[src/rtl/regctx_engine.sv]
// Register-context save/restore engine for the CPU 16x16 register file (optional REGCTX_MASK_EN adds i_mask).
// Latency: 2 cycles per selected register plus 1 DONE cycle (31 cycles for a full save/restore with immediate acks).
// Backpressure: waits indefinitely on i_mem_ack with address/data held stable; starts ignored while busy.
module regctx_engine #(
   parameter int DW        = 16,
   parameter int AW        = 16,
   parameter int ADDR_STEP = 2
) (
   input  logic          i_clk,
   input  logic          i_rst,
   input  logic          i_save,
   input  logic          i_restore,
   input  logic [AW-1:0] i_base,
`ifdef REGCTX_MASK_EN
   input  logic [15:0]   i_mask,
`endif
   output logic          o_busy,
   output logic          o_done,
   output logic [AW-1:0] o_end_addr,
   output logic [3:0]    o_rf_ad,
   input  logic [DW-1:0] i_rf_q,
   output logic          o_rf_we,
   output logic [3:0]    o_rf_wr_ad,
   output logic [DW-1:0] o_rf_d,
   output logic          o_mem_req,
   output logic          o_mem_we,
   output logic [AW-1:0] o_mem_addr,
   output logic [DW-1:0] o_mem_wdata,
   input  logic          i_mem_ack,
   input  logic [DW-1:0] i_mem_rdata
);

   typedef enum logic [2:0] {
      ST_IDLE,
      ST_SV_RD,
      ST_SV_WR,
      ST_RS_RD,
      ST_RS_WR,
      ST_DONE
   } state_t;

   localparam logic [AW-1:0] STEP = AW'(ADDR_STEP);

   // r0 is never part of a context, whatever the mask says
`ifdef REGCTX_MASK_EN
   logic [15:0] mask_in;
   assign mask_in = i_mask & 16'hFFFE;
`else
   logic [15:0] mask_in;
   assign mask_in = 16'hFFFE;
`endif

   // highest selected index <= lim; bit 4 of the result flags "found"
   function automatic logic [4:0] pick_le(input logic [15:0] m, input logic [3:0] lim);
      logic [4:0] r;
      r = '0;
      for (int i = 0; i < 16; i++) begin
         if (m[i] && (4'(i) <= lim)) r = {1'b1, 4'(i)};
      end
      return r;
   endfunction

   // lowest selected index >= lim; bit 4 of the result flags "found"
   function automatic logic [4:0] pick_ge(input logic [15:0] m, input logic [3:0] lim);
      logic [4:0] r;
      r = '0;
      for (int i = 15; i >= 0; i--) begin
         if (m[i] && (4'(i) >= lim)) r = {1'b1, 4'(i)};
      end
      return r;
   endfunction

   state_t          state_q, state_d;
   logic [3:0]      idx_q, idx_d;
   logic [AW-1:0]   addr_q, addr_d;
   logic [DW-1:0]   data_q, data_d;
   logic [15:0]     mask_q, mask_d;
   logic            busy_q, busy_d;
   logic            done_q, done_d;
   logic [AW-1:0]   end_addr_q, end_addr_d;
   logic [3:0]      rf_ad_q, rf_ad_d;
   logic            rf_we_q, rf_we_d;
   logic [3:0]      rf_wr_ad_q, rf_wr_ad_d;
   logic [DW-1:0]   rf_d_q, rf_d_d;
   logic            mem_req_q, mem_req_d;
   logic            mem_we_q, mem_we_d;
   logic [AW-1:0]   mem_addr_q, mem_addr_d;
   logic [DW-1:0]   mem_wdata_q, mem_wdata_d;
   logic [4:0]      sel;

   // next state, datapath and registered outputs derived from the next state
   always_comb begin
      state_d  = state_q;
      idx_d    = idx_q;
      addr_d   = addr_q;
      data_d   = data_q;
      mask_d   = mask_q;
      sel      = '0;

      case (state_q)
         ST_IDLE: begin
            if (i_save) begin
               mask_d  = mask_in;
               addr_d  = i_base;
               sel     = pick_le(mask_in, 4'd15);
               idx_d   = sel[3:0];
               state_d = sel[4] ? ST_SV_RD : ST_DONE;
            end else if (i_restore) begin
               mask_d  = mask_in;
               addr_d  = i_base;
               sel     = pick_ge(mask_in, 4'd1);
               idx_d   = sel[3:0];
               state_d = sel[4] ? ST_RS_RD : ST_DONE;
            end
         end
         ST_SV_RD: begin
            data_d  = i_rf_q;
            addr_d  = addr_q - STEP;
            state_d = ST_SV_WR;
         end
         ST_SV_WR: begin
            if (i_mem_ack) begin
               // idx_q >= 1 here since r0 is never selected
               sel     = pick_le(mask_q, idx_q - 4'd1);
               idx_d   = sel[4] ? sel[3:0] : idx_q;
               state_d = sel[4] ? ST_SV_RD : ST_DONE;
            end
         end
         ST_RS_RD: begin
            if (i_mem_ack) begin
               data_d  = i_mem_rdata;
               addr_d  = addr_q + STEP;
               state_d = ST_RS_WR;
            end
         end
         ST_RS_WR: begin
            if (idx_q != 4'd15) sel = pick_ge(mask_q, idx_q + 4'd1);
            idx_d   = sel[4] ? sel[3:0] : idx_q;
            state_d = sel[4] ? ST_RS_RD : ST_DONE;
         end
         ST_DONE: begin
            state_d = ST_IDLE;
         end
         default: begin
            state_d = ST_IDLE;
         end
      endcase

      busy_d      = (state_d != ST_IDLE);
      done_d      = (state_d == ST_DONE);
      end_addr_d  = (state_d == ST_DONE) ? addr_d : end_addr_q;
      rf_ad_d     = (state_d == ST_SV_RD) ? idx_d : 4'd0;
      rf_we_d     = (state_d == ST_RS_WR);
      rf_wr_ad_d  = (state_d == ST_RS_WR) ? idx_d : 4'd0;
      rf_d_d      = (state_d == ST_RS_WR) ? data_d : '0;
      mem_req_d   = (state_d == ST_SV_WR) || (state_d == ST_RS_RD);
      mem_we_d    = (state_d == ST_SV_WR);
      mem_addr_d  = mem_req_d ? addr_d : '0;
      mem_wdata_d = (state_d == ST_SV_WR) ? data_d : '0;
   end

   // state and output registers with synchronous reset
   always_ff @(posedge i_clk) begin
      if (i_rst) begin
         state_q     <= ST_IDLE;
         idx_q       <= '0;
         addr_q      <= '0;
         data_q      <= '0;
         mask_q      <= '0;
         busy_q      <= 1'b0;
         done_q      <= 1'b0;
         end_addr_q  <= '0;
         rf_ad_q     <= '0;
         rf_we_q     <= 1'b0;
         rf_wr_ad_q  <= '0;
         rf_d_q      <= '0;
         mem_req_q   <= 1'b0;
         mem_we_q    <= 1'b0;
         mem_addr_q  <= '0;
         mem_wdata_q <= '0;
      end else begin
         state_q     <= state_d;
         idx_q       <= idx_d;
         addr_q      <= addr_d;
         data_q      <= data_d;
         mask_q      <= mask_d;
         busy_q      <= busy_d;
         done_q      <= done_d;
         end_addr_q  <= end_addr_d;
         rf_ad_q     <= rf_ad_d;
         rf_we_q     <= rf_we_d;
         rf_wr_ad_q  <= rf_wr_ad_d;
         rf_d_q      <= rf_d_d;
         mem_req_q   <= mem_req_d;
         mem_we_q    <= mem_we_d;
         mem_addr_q  <= mem_addr_d;
         mem_wdata_q <= mem_wdata_d;
      end
   end

   assign o_busy      = busy_q;
   assign o_done      = done_q;
   assign o_end_addr  = end_addr_q;
   assign o_rf_ad     = rf_ad_q;
   assign o_rf_we     = rf_we_q;
   assign o_rf_wr_ad  = rf_wr_ad_q;
   assign o_rf_d      = rf_d_q;
   assign o_mem_req   = mem_req_q;
   assign o_mem_we    = mem_we_q;
   assign o_mem_addr  = mem_addr_q;
   assign o_mem_wdata = mem_wdata_q;

endmodule
[config.mk]
export PLATFORM = sky130hd
export DESIGN_NAME = regctx_engine
export DESIGN_NICKNAME = d
export VERILOG_FILES = /design/src/rtl/regctx_engine.sv
export SDC_FILE = /design/constraint.sdc
export NUM_CORES = 1
export LEC_CHECK = 0
export ABC_AREA = 1
export CORE_MARGIN = 3
export CORE_UTILIZATION = 52
export CTS_BUF_LIST = sky130_fd_sc_hd__clkbuf_8
export DETAILED_ROUTE_END_ITERATION = 7
export PLACE_DENSITY_LB_ADDON = 0.1
export SETUP_SLACK_MARGIN = 0.2
export SYNTH_ARGS = -nofsm -noshare
export SYNTH_HDL_FRONTEND = slang
export SYNTH_SLANG_ARGS = --single-unit
[constraint.sdc]
create_clock -name i_clk -period 2.49 [get_ports i_clk]
set_input_delay 0.747 -clock i_clk [delete_from_list [all_inputs] [get_ports i_clk]]
set_output_delay 0.747 -clock i_clk [all_outputs]
set_load 0.05 [all_outputs]
Word level (Yosys, flattened, before mapping)
Cells that the tools add are included.
{"block": "totals", "regBits": 132, "in_bits": 53, "out_inout_bits": 77, "elab_cells": 171}
{"block": "op_classes", "n_addsub": 4, "order_cmp": 32, "eq_ne": 10, "n_mux": 64, "n_bitwise": 4, "n_reduce_logical": 41}
{"op": "$mux 5", "n": 41}
{"op": "$mux 16", "n": 6}
{"op": "$pmux 16 s3", "n": 1}
{"op": "$ge 4x4->1 const A", "n": 8}
{"op": "$le 4x4->1 const A", "n": 8}
{"op": "$logic_and 1x1->1", "n": 32}
{"op": "$pmux 16 s2", "n": 1}
{"op": "$mux 3", "n": 8}
{"op": "$mux 4", "n": 5}
{"op": "$add 16x2->16 const B", "n": 1}
{"op": "$ge 3x4->1 const A", "n": 4}
{"op": "$le 3x4->1 const A", "n": 4}
{"op": "$sub 16x2->16 const B", "n": 1}
{"op": "$pmux 3 s5", "n": 1}
{"op": "$eq 3x2->1 const B", "n": 4}
{"op": "$pmux 4 s3", "n": 1}
{"op": "$eq 3x3->1 const B", "n": 3}
{"op": "$ge 1x4->1 const A", "n": 2}
{"op": "$ge 2x4->1 const A", "n": 2}
{"op": "$le 1x4->1 const A", "n": 2}
{"op": "$le 2x4->1 const A", "n": 2}
{"op": "$reduce_or 2->1", "n": 4}
{"op": "$eq 3x1->1 const B", "n": 2}
{"op": "$add 4x1->4 const B", "n": 1}
{"op": "8 further kinds", "n": 11}

Depth between registers and ports, before layout
Gate-level depths: netlist of run 1.
{"block": "logic_depth", "word_depth": 28, "depth_mapped": 16, "ltp_nobuf": 16}

Least setup slack after synthesis of run 1
OpenSTA, ideal clock, no wires.
{"block": "synth_timing", "path_kind": "input to register", "startpoint": "input i_mem_ack", "endpoint": "register end_addr_q[15] (netlist: o_end_addr[15])", "setup_ns": 0.118, "t_arrival_ns": 1.971, "t_required_ns": 2.372, "slack_ns": 0.401, "path_stages": 12, "path_buffers": 1, "cell_sequence": "buf_4 -> inv_2 -> nor2_1 -> nand2_1 -> nor2_1 -> nand2_1 -> nor2_1 -> nand4_1 -> nand3_1 -> nand4_1 -> nor2_1 -> nor2_1"}
{"block": "synth_between", "elab_chain_cells": 3, "elab_cells_between_ends": 6, "cone_classes": "eq/ne: 1; mux: 5"}
{"item": "from (decl)", "line_no": "29", "text": "input logic i_mem_ack,"}
{"item": "$mux 3, on equally long branches", "line_no": "130, 122"}
{"item": "$pmux 3 s5", "line_no": "100", "text": "case (state_q)"}
{"item": "$eq 3x3->1", "line_no": "151", "text": "end_addr_d = (state_d == ST_DONE) ? addr_d : end_addr_q;"}
{"item": "to (signal assigned)", "line_no": "189", "text": "end_addr_q <= end_addr_d;"}
{"item": "to (decl)", "line_no": "80", "text": "logic [AW-1:0] end_addr_q, end_addr_d;"}
Parallel ways exist; a longest one is shown, timed or not.
A chain may end at the register's enable or synchronous reset.

Worst setup path after layout of run 1
{"block": "layout_timing", "startpoint": "register idx_q[2]", "endpoint": "register end_addr_q[3] (netlist: o_end_addr[3])"}
{"block": "layout_between", "elab_chain_cells": 25, "elab_cells_between_ends": 108, "cone_classes": "add/sub: 2; order compare: 32; eq/ne: 2; mux: 40; reduce/logical: 32"}
{"item": "from (decl)", "line_no": "74", "text": "logic [3:0] idx_q, idx_d;"}
{"item": "from (signal assigned)", "line_no": "183", "text": "idx_q <= idx_d;"}
{"item": "$sub 4x1->4", "line_no": "124", "text": "sel = pick_le(mask_q, idx_q - 4'd1);"}
{"item": "$le 1x4->1", "line_no": "58", "text": "if (m[i] && (4'(i) <= lim)) r = {1'b1, 4'(i)};"}
{"item": "$logic_and 1x1->1", "line_no": "58"}
{"item": "$mux 5 (16 in a row)", "line_no": "58"}
{"item": "$mux 5", "line_no": "122", "text": "if (i_mem_ack) begin"}
{"item": "$mux 5", "line_no": "100"}
{"item": "$mux 3", "line_no": "126", "text": "state_d = sel[4] ? ST_SV_RD : ST_DONE;"}
{"item": "$mux 3", "line_no": "122"}
{"item": "$pmux 3 s5 *", "line_no": "100"}
{"item": "$eq 3x3->1 *", "line_no": "151"}
Every way passes the cells marked *; elsewhere a longest branch is shown, timed or not. The select of a mux whose other input is x is not followed.

==> impl_metrics.yaml, run 1 <==
outcome:
  status: "finished, final reports clean"
drt:
  postRouteAntennaNets: 0
  wl_mm: 16.6
  drtPass1Iterations: 6
  num_vias: 5793
  first_iter_violations: 423
  drc: 0
  wl_per_cell_um: 14.9
  vias_per_cell: 5.22
global_routing:
  first_global_vias: 5361
  grt_remaining_overflow: 0
  grt_max_degree: 32
  grt_pass1_wl_mm: 26.4
  grt_antenna_before_repair: 0
  grt_usage_pct: 28.4
clock_tree:
  hold_buffers: 0
  path_clk_slew_ps: 90
  cts_buffer_depth: 2
  root_buffer: "clkbuf_8"
  insertion_delay_ps: 450
  htreeDepth: 4
  cts_tree: "built"
  cts_num_sinks: 117
  cts_buffers: 17
synth:
  yosysSeqAreaShare_pct: 42.7
  yosys-top-cells-area: "dfxtp_1 43%, nand2_1 11%, inv_1 9.4%"
  synth_top_cell_by_area: "dfxtp_1"
  async_flop_share_pct: 0
  synth_top_area_share_pct: 42.7
  netlist_area_mm2: 0.00549
  avgSynthCellArea_um2: 6.83
  synth_flop_cell: "dfxtp_1"
  syn-num-nets: 865
  synth_most_common_cell: "nand2_1"
  ys_ff_latch: 117
  ys_warn_count: 0
  synth_common_cells: "166 x nand2_1, 138 x inv_1, 125 x nor2_1, 117 x dfxtp_1, 56 x nand3_1"
  synth_cell_type_count: 41
  synthCells: 804
  synth_edf_count: 0
critical_path:
  crit_top_cell: "nand2_1"
  end_kind: "flop"
  crit_type: "flop to flop"
  crit_required_ps: 2820
  critPathBufInv: 3
  cpPeakStageDelay_ps: 620
  path_cells: "nand2_2 > inv_1 > nand2_1 > nand2_1 > inv_1 > nand2_1 > nand4_2 > nor2_4 > nand2_4 > buf_12 > o21ai_0 > nor2_1"
  cp_slowest_cell: "dfxtp_1"
  cp_top_family: "simple AND/OR/NAND/NOR gates"
  critPathArrivalTime_ps: 2510
  crit_fanout: 11
  critPathLaunchType: "flop"
sta:
  setup_viol: 0
  slew_headroom_pct: 63.2
  fmax_ghz: 0.460
  hold_viol_final: 0
  hold_ws_ps: 467
  rsz0062_at_grt: "false"
  setup_ws_ps: 317
  slew_violations: 0
  final.setup.tns_ps: 0
  min_period_ps: 2170
  max_slew.worst_pin.slew_ps: 547
  skew_ps: 16.8
  min_period_over_period_pct: 87.3
flow_run:
  max_cap_violations: 0
finish:
  area_growth_pct: 36.8
  nNetsFinal: 1025
  diodes: 0
  drive_gt1_share_pct: 12.4
  fillers: 818
  multiInputGateArea_mm2: 0.00246
  seq_area_mm2: 0.00235
floorplanning:
  core_area_mm2: 0.0100
  die_y_um: 109
  num_io_pins: 130
  die_area_mm2: 0.0118
  num_rows: 36
  initial_utilization_pct: 54.9
  dieWidth_um: 109
power_and_ir_drop:
  p_int_mw: 3.91
  pwr-share-comb_pct: 38.9
  p_sw_share_pct: 42.9
  ir_worst_vdd_uv: 584
  p_sw_mw: 2.94
  total_power_mw: 6.85
  seqPwrFrac_pct: 33.8
  clkPwrFrac_pct: 27.3
  p_leak_nw: 4.13
  power.density_mw_per_mm2: 913
min_path:
  min_path_type: "flop to flop"
placement:
  post-place-ws_ps: -129
  place_hpwl_mm: 11.8
  io_buffer_count: 129
  gp_congestion: 0.946
timing repair:
action,CTS,global route
buffers inserted,0,1
pin swaps,0,1
gates resized for setup,81,19
setup endpoints to repair,106,57
layout make-up:
type,instances,area share [%]
Timing Repair Buffer,165,20.2
Clock buffer,17,3.12
Sequential cell,117,31.3
Inverter,158,7.97
Clock inverter,15,2.42
Tap cell,133,2.22
Multi-Input combinational cell,505,32.8
worst min-delay path, stage by stage (launching register included):
cell     delay, ps
dfxtp_1        320
nand2_1         60
a21oi_1         50
routing by layer:
layer	wire length (um)	track usage (%)	share of wire, %	vias to the layer above
met1	6800	36.6	41	2595
met4	339	10.1	2.0	0
met5	0	0	0	-
met2	7900	47.4	48	323
li1	-	-	-	2837
met3	1550	5.74	9.4	38
power groups by stage:
| stage | logic (mW) | registers (mW) | clock network (mW) |
|---|---|---|---|
| 3_5_place_dp | 2.62 | 2.35 | 0 |
| 5_1_grt | 2.94 | 2.35 | 1.96 |
| 4_1_cts | 2.58 | 2.31 | 1.87 |
| 2_1_floorplan | 1.48 | 2.65 | 0 |
| 3_3_place_gp | 2.56 | 2.34 | 0 |
| 6_report | 2.66 | 2.32 | 1.87 |
cell families after synthesis:
logic type      share of synthesized area [%]
simple gates                             30.3
buf+inv                                  13.4
flops                                    42.7
compound gates                           11.8
fa+ha+maj                                1.82
cell usage in the layout (no fill, tap or decap), drive strengths merged, types with 2 or more instances in the layout:
master / n
clkbuf: 17
nor2: 132
buf: 36
nand4: 9
nand2: 170
dlygate4sd2: 77
or2: 5
ha: 8
nand3: 58
o211ai: 3
o21ai: 52
nor3: 10
a31oi: 5
a21oi: 23
inv: 168
a221oi: 16
clkinv: 2
o2111ai: 2
nand3b: 2
dfxtp: 117
clkdlybuf4s50: 52
a211oi: 2
o21bai: 2
bufinv: 2
through the flow:
step | util (%) | area [um2] | std cells
4_1_cts | 74.6 | 7460 | 1109
3_3_place_gp | 71.2 | 7120 | 1077
2_1_floorplan | - | 5490 | 804
6_report | 75.1 | 7510 | 1110
5_1_grt | 75.1 | 7510 | 1110
3_5_place_dp | 71.2 | 7120 | 1077
final timing paths:
kind	startpoint	endpoint	slack (ps)	cells past startpoint
worst min register to register	o_end_addr[13]	o_end_addr[13]	470	2
worst max-delay path	idx_q[2]	o_end_addr[3]	320	12
worst max register to register	idx_q[2]	o_end_addr[3]	320	12
worst min-delay path	o_end_addr[13]	o_end_addr[13]	470	2
state kept, by name, indices dropped and copies added (netlist names), 3 cells and up:
name	count
o_end_addr	16
addr_q	16
o_mem_wdata	16
data_q	16
o_rf_d	16
state_q	3
o_mem_addr	16
o_rf_ad	4
o_rf_wr_ad	4
idx_q	4
(Power assumes the default switching activity.)
==> run 2, diff against run 1 <==
- CORE_UTILIZATION: 52 -> 47
- clock period: 2.49 -> 1.8 ns (I/O delays scaled with it)
==> impl_metrics.yaml, run 2 (synthesized netlist as in run 1, its figures left out) <==
global_routing:
  grt_use_met2_pct: 51.1
  use_met3_pct: 6.77
  grt_busiest_layer: "met2"
  grt_usage_pct: 28.9
  grt_util_met1_pct: 33.4
  first_global_vias: 6153
  grt_max_degree: 19
  grt_pass1_wl_mm: 29.8
  grt_antenna_before_repair: 0
  grt_remaining_overflow: 0
floorplanning:
  initial_utilization_pct: 49.3
  die_y_um: 114
  num_io_pins: 130
  num_rows: 38
  die_area_mm2: 0.0130
  dieWidth_um: 114
  core_area_mm2: 0.0111
critical_path:
  crit_required_ps: 2150
  crit_fanout: 5
  r2r_cells: 14
  end_kind: "flop"
  crit_type: "flop to flop"
  critPathLaunchType: "flop"
  critPathArrivalTime_ps: 2360
clock_tree:
  insertion_delay_ps: 460
  path_clk_slew_ps: 80
  cts_buffers: 17
  htreeDepth: 4
  cts_num_sinks: 117
  cts_tree: "built"
  cts_buffer_depth: 2
  root_buffer: "clkbuf_8"
sta:
  max_slew.worst_pin.slew_ps: 410
  min_period_over_period_pct: 111
  slew_headroom_pct: 72.5
  skew_ps: 17.0
  fmax_ghz: 0.499
  setup_ws_ps: -206
  setup_viol: 46
  rsz0062_at_grt: "true"
  min_period_ps: 2010
  hold_viol_final: 0
  slew_violations: 0
finish:
  drive_gt1_share_pct: 42.8
  final_cell_mix: "153 x buf_4, 132 x nand2_1, 113 x inv_1"
  area_growth_pct: 75.8
  final_cells: 1216
  nNetsFinal: 1125
  diodes: 0
  layout_commonest_cell: "buf_4"
power_and_ir_drop:
  total_power_mw: 11.8
  ir_worst_vdd_uv: 924
  p_leak_nw: 4.70
  power.density_mw_per_mm2: 1220
drt:
  num_vias: 6563
  drtPass1Iterations: 5
  vias_per_cell: 5.40
  postRouteAntennaNets: 0
  drc: 0
  first_iter_violations: 562
  wl_per_cell_um: 17.9
  wl_mm: 21.8
min_path:
  worstHoldPathCells: 2
  min_path_type: "flop to flop"
placement:
  place_hpwl_mm: 12.7
  dp.cells: 1131
  io_buffer_count: 129
  gp_congestion: 0.907
outcome:
  violations: "setup timing"
  status: "complete, but fails checks"
flow_run:
  max_cap_violations: 0
[run 2: changes by cell type in the layout (fill, tap and decap cells not counted), moves of 24 or more]
cell           before  now
nand2_1           165  132
buf_6               0   30
nor2_1            120   95
dlygate4sd2_1      77    1
buf_4              32  153
inv_1             137  113
[run 2: path summary, 6_finish.rpt]
check / from / endpoint / slack [ps]
min reg2reg: o_end_addr[13] / o_end_addr[13] / 510
max reg2reg: idx_q[0] / o_end_addr[10] / -210
min: o_end_addr[13] / o_end_addr[13] / 510
max: idx_q[0] / o_end_addr[10] / -210
[run 2: layout make-up]
cell class / count / area, um2
clock buffers: 18 / 248
clock inverters: 13 / 123
fillers: 595 / 1470
inverters: 158 / 656
multi-input cells: 505 / 3450
flip-flops and latches: 117 / 2380
well taps: 140 / 175
repair buffers: 265 / 2620
[run 2: stage by stage]
stage / hold slack (ps) / setup slack (ps) / instance area, um2 / utilization (%) / TNS [ps]
finish: 509 / -206 / 9650 / 86.8 / -4100
global route: 548 / -305 / 9650 / 86.8 / -9550
CTS: 502 / -164 / 8680 / 78.0 / -3230
detailed placement: 483 / -667 / 7660 / 68.8 / -59010
global placement: 472 / -594 / 7660 / 68.8 / -56770
floorplan: 460 / -27.7 / 5640 / - / -176
[run 2: where the power goes]
group / switching [mW] / total, mW / internal (mW)
clock: 1.21 / 2.34 / 1.13
combinational: 3.53 / 6.15 / 2.63
sequential: 0.349 / 3.30 / 2.95
total: 5.08 / 11.8 / 6.71
[run 2: critical path, stage by stage, from the launching register on]
cell and delay (ps):
dfxtp_4 360, buf_12 110, inv_8 40, ha_4 170
inv_2 50, nand2_2 60, nand2_4 70, nand4_1 130
nand2_2 120, nand2_4 70, o21ai_4 190, nand2_4 160
buf_12 180, o21ai_4 130, nor2_1 50
[run 2: what timing repair did]
action,in CTS,in global routing
hold buffers,0,0
cloned,2,1
buffers inserted,24,27
pin swaps,34,70
gates resized for setup,124,187
endpoints found under the setup margin,114,115
[run 2: per-layer routing]
metal	wire length, um	vias up
met2	11100	382
met5	0	-
li1	-	3045
met3	1690	85
met4	850	0
met1	8190	3051
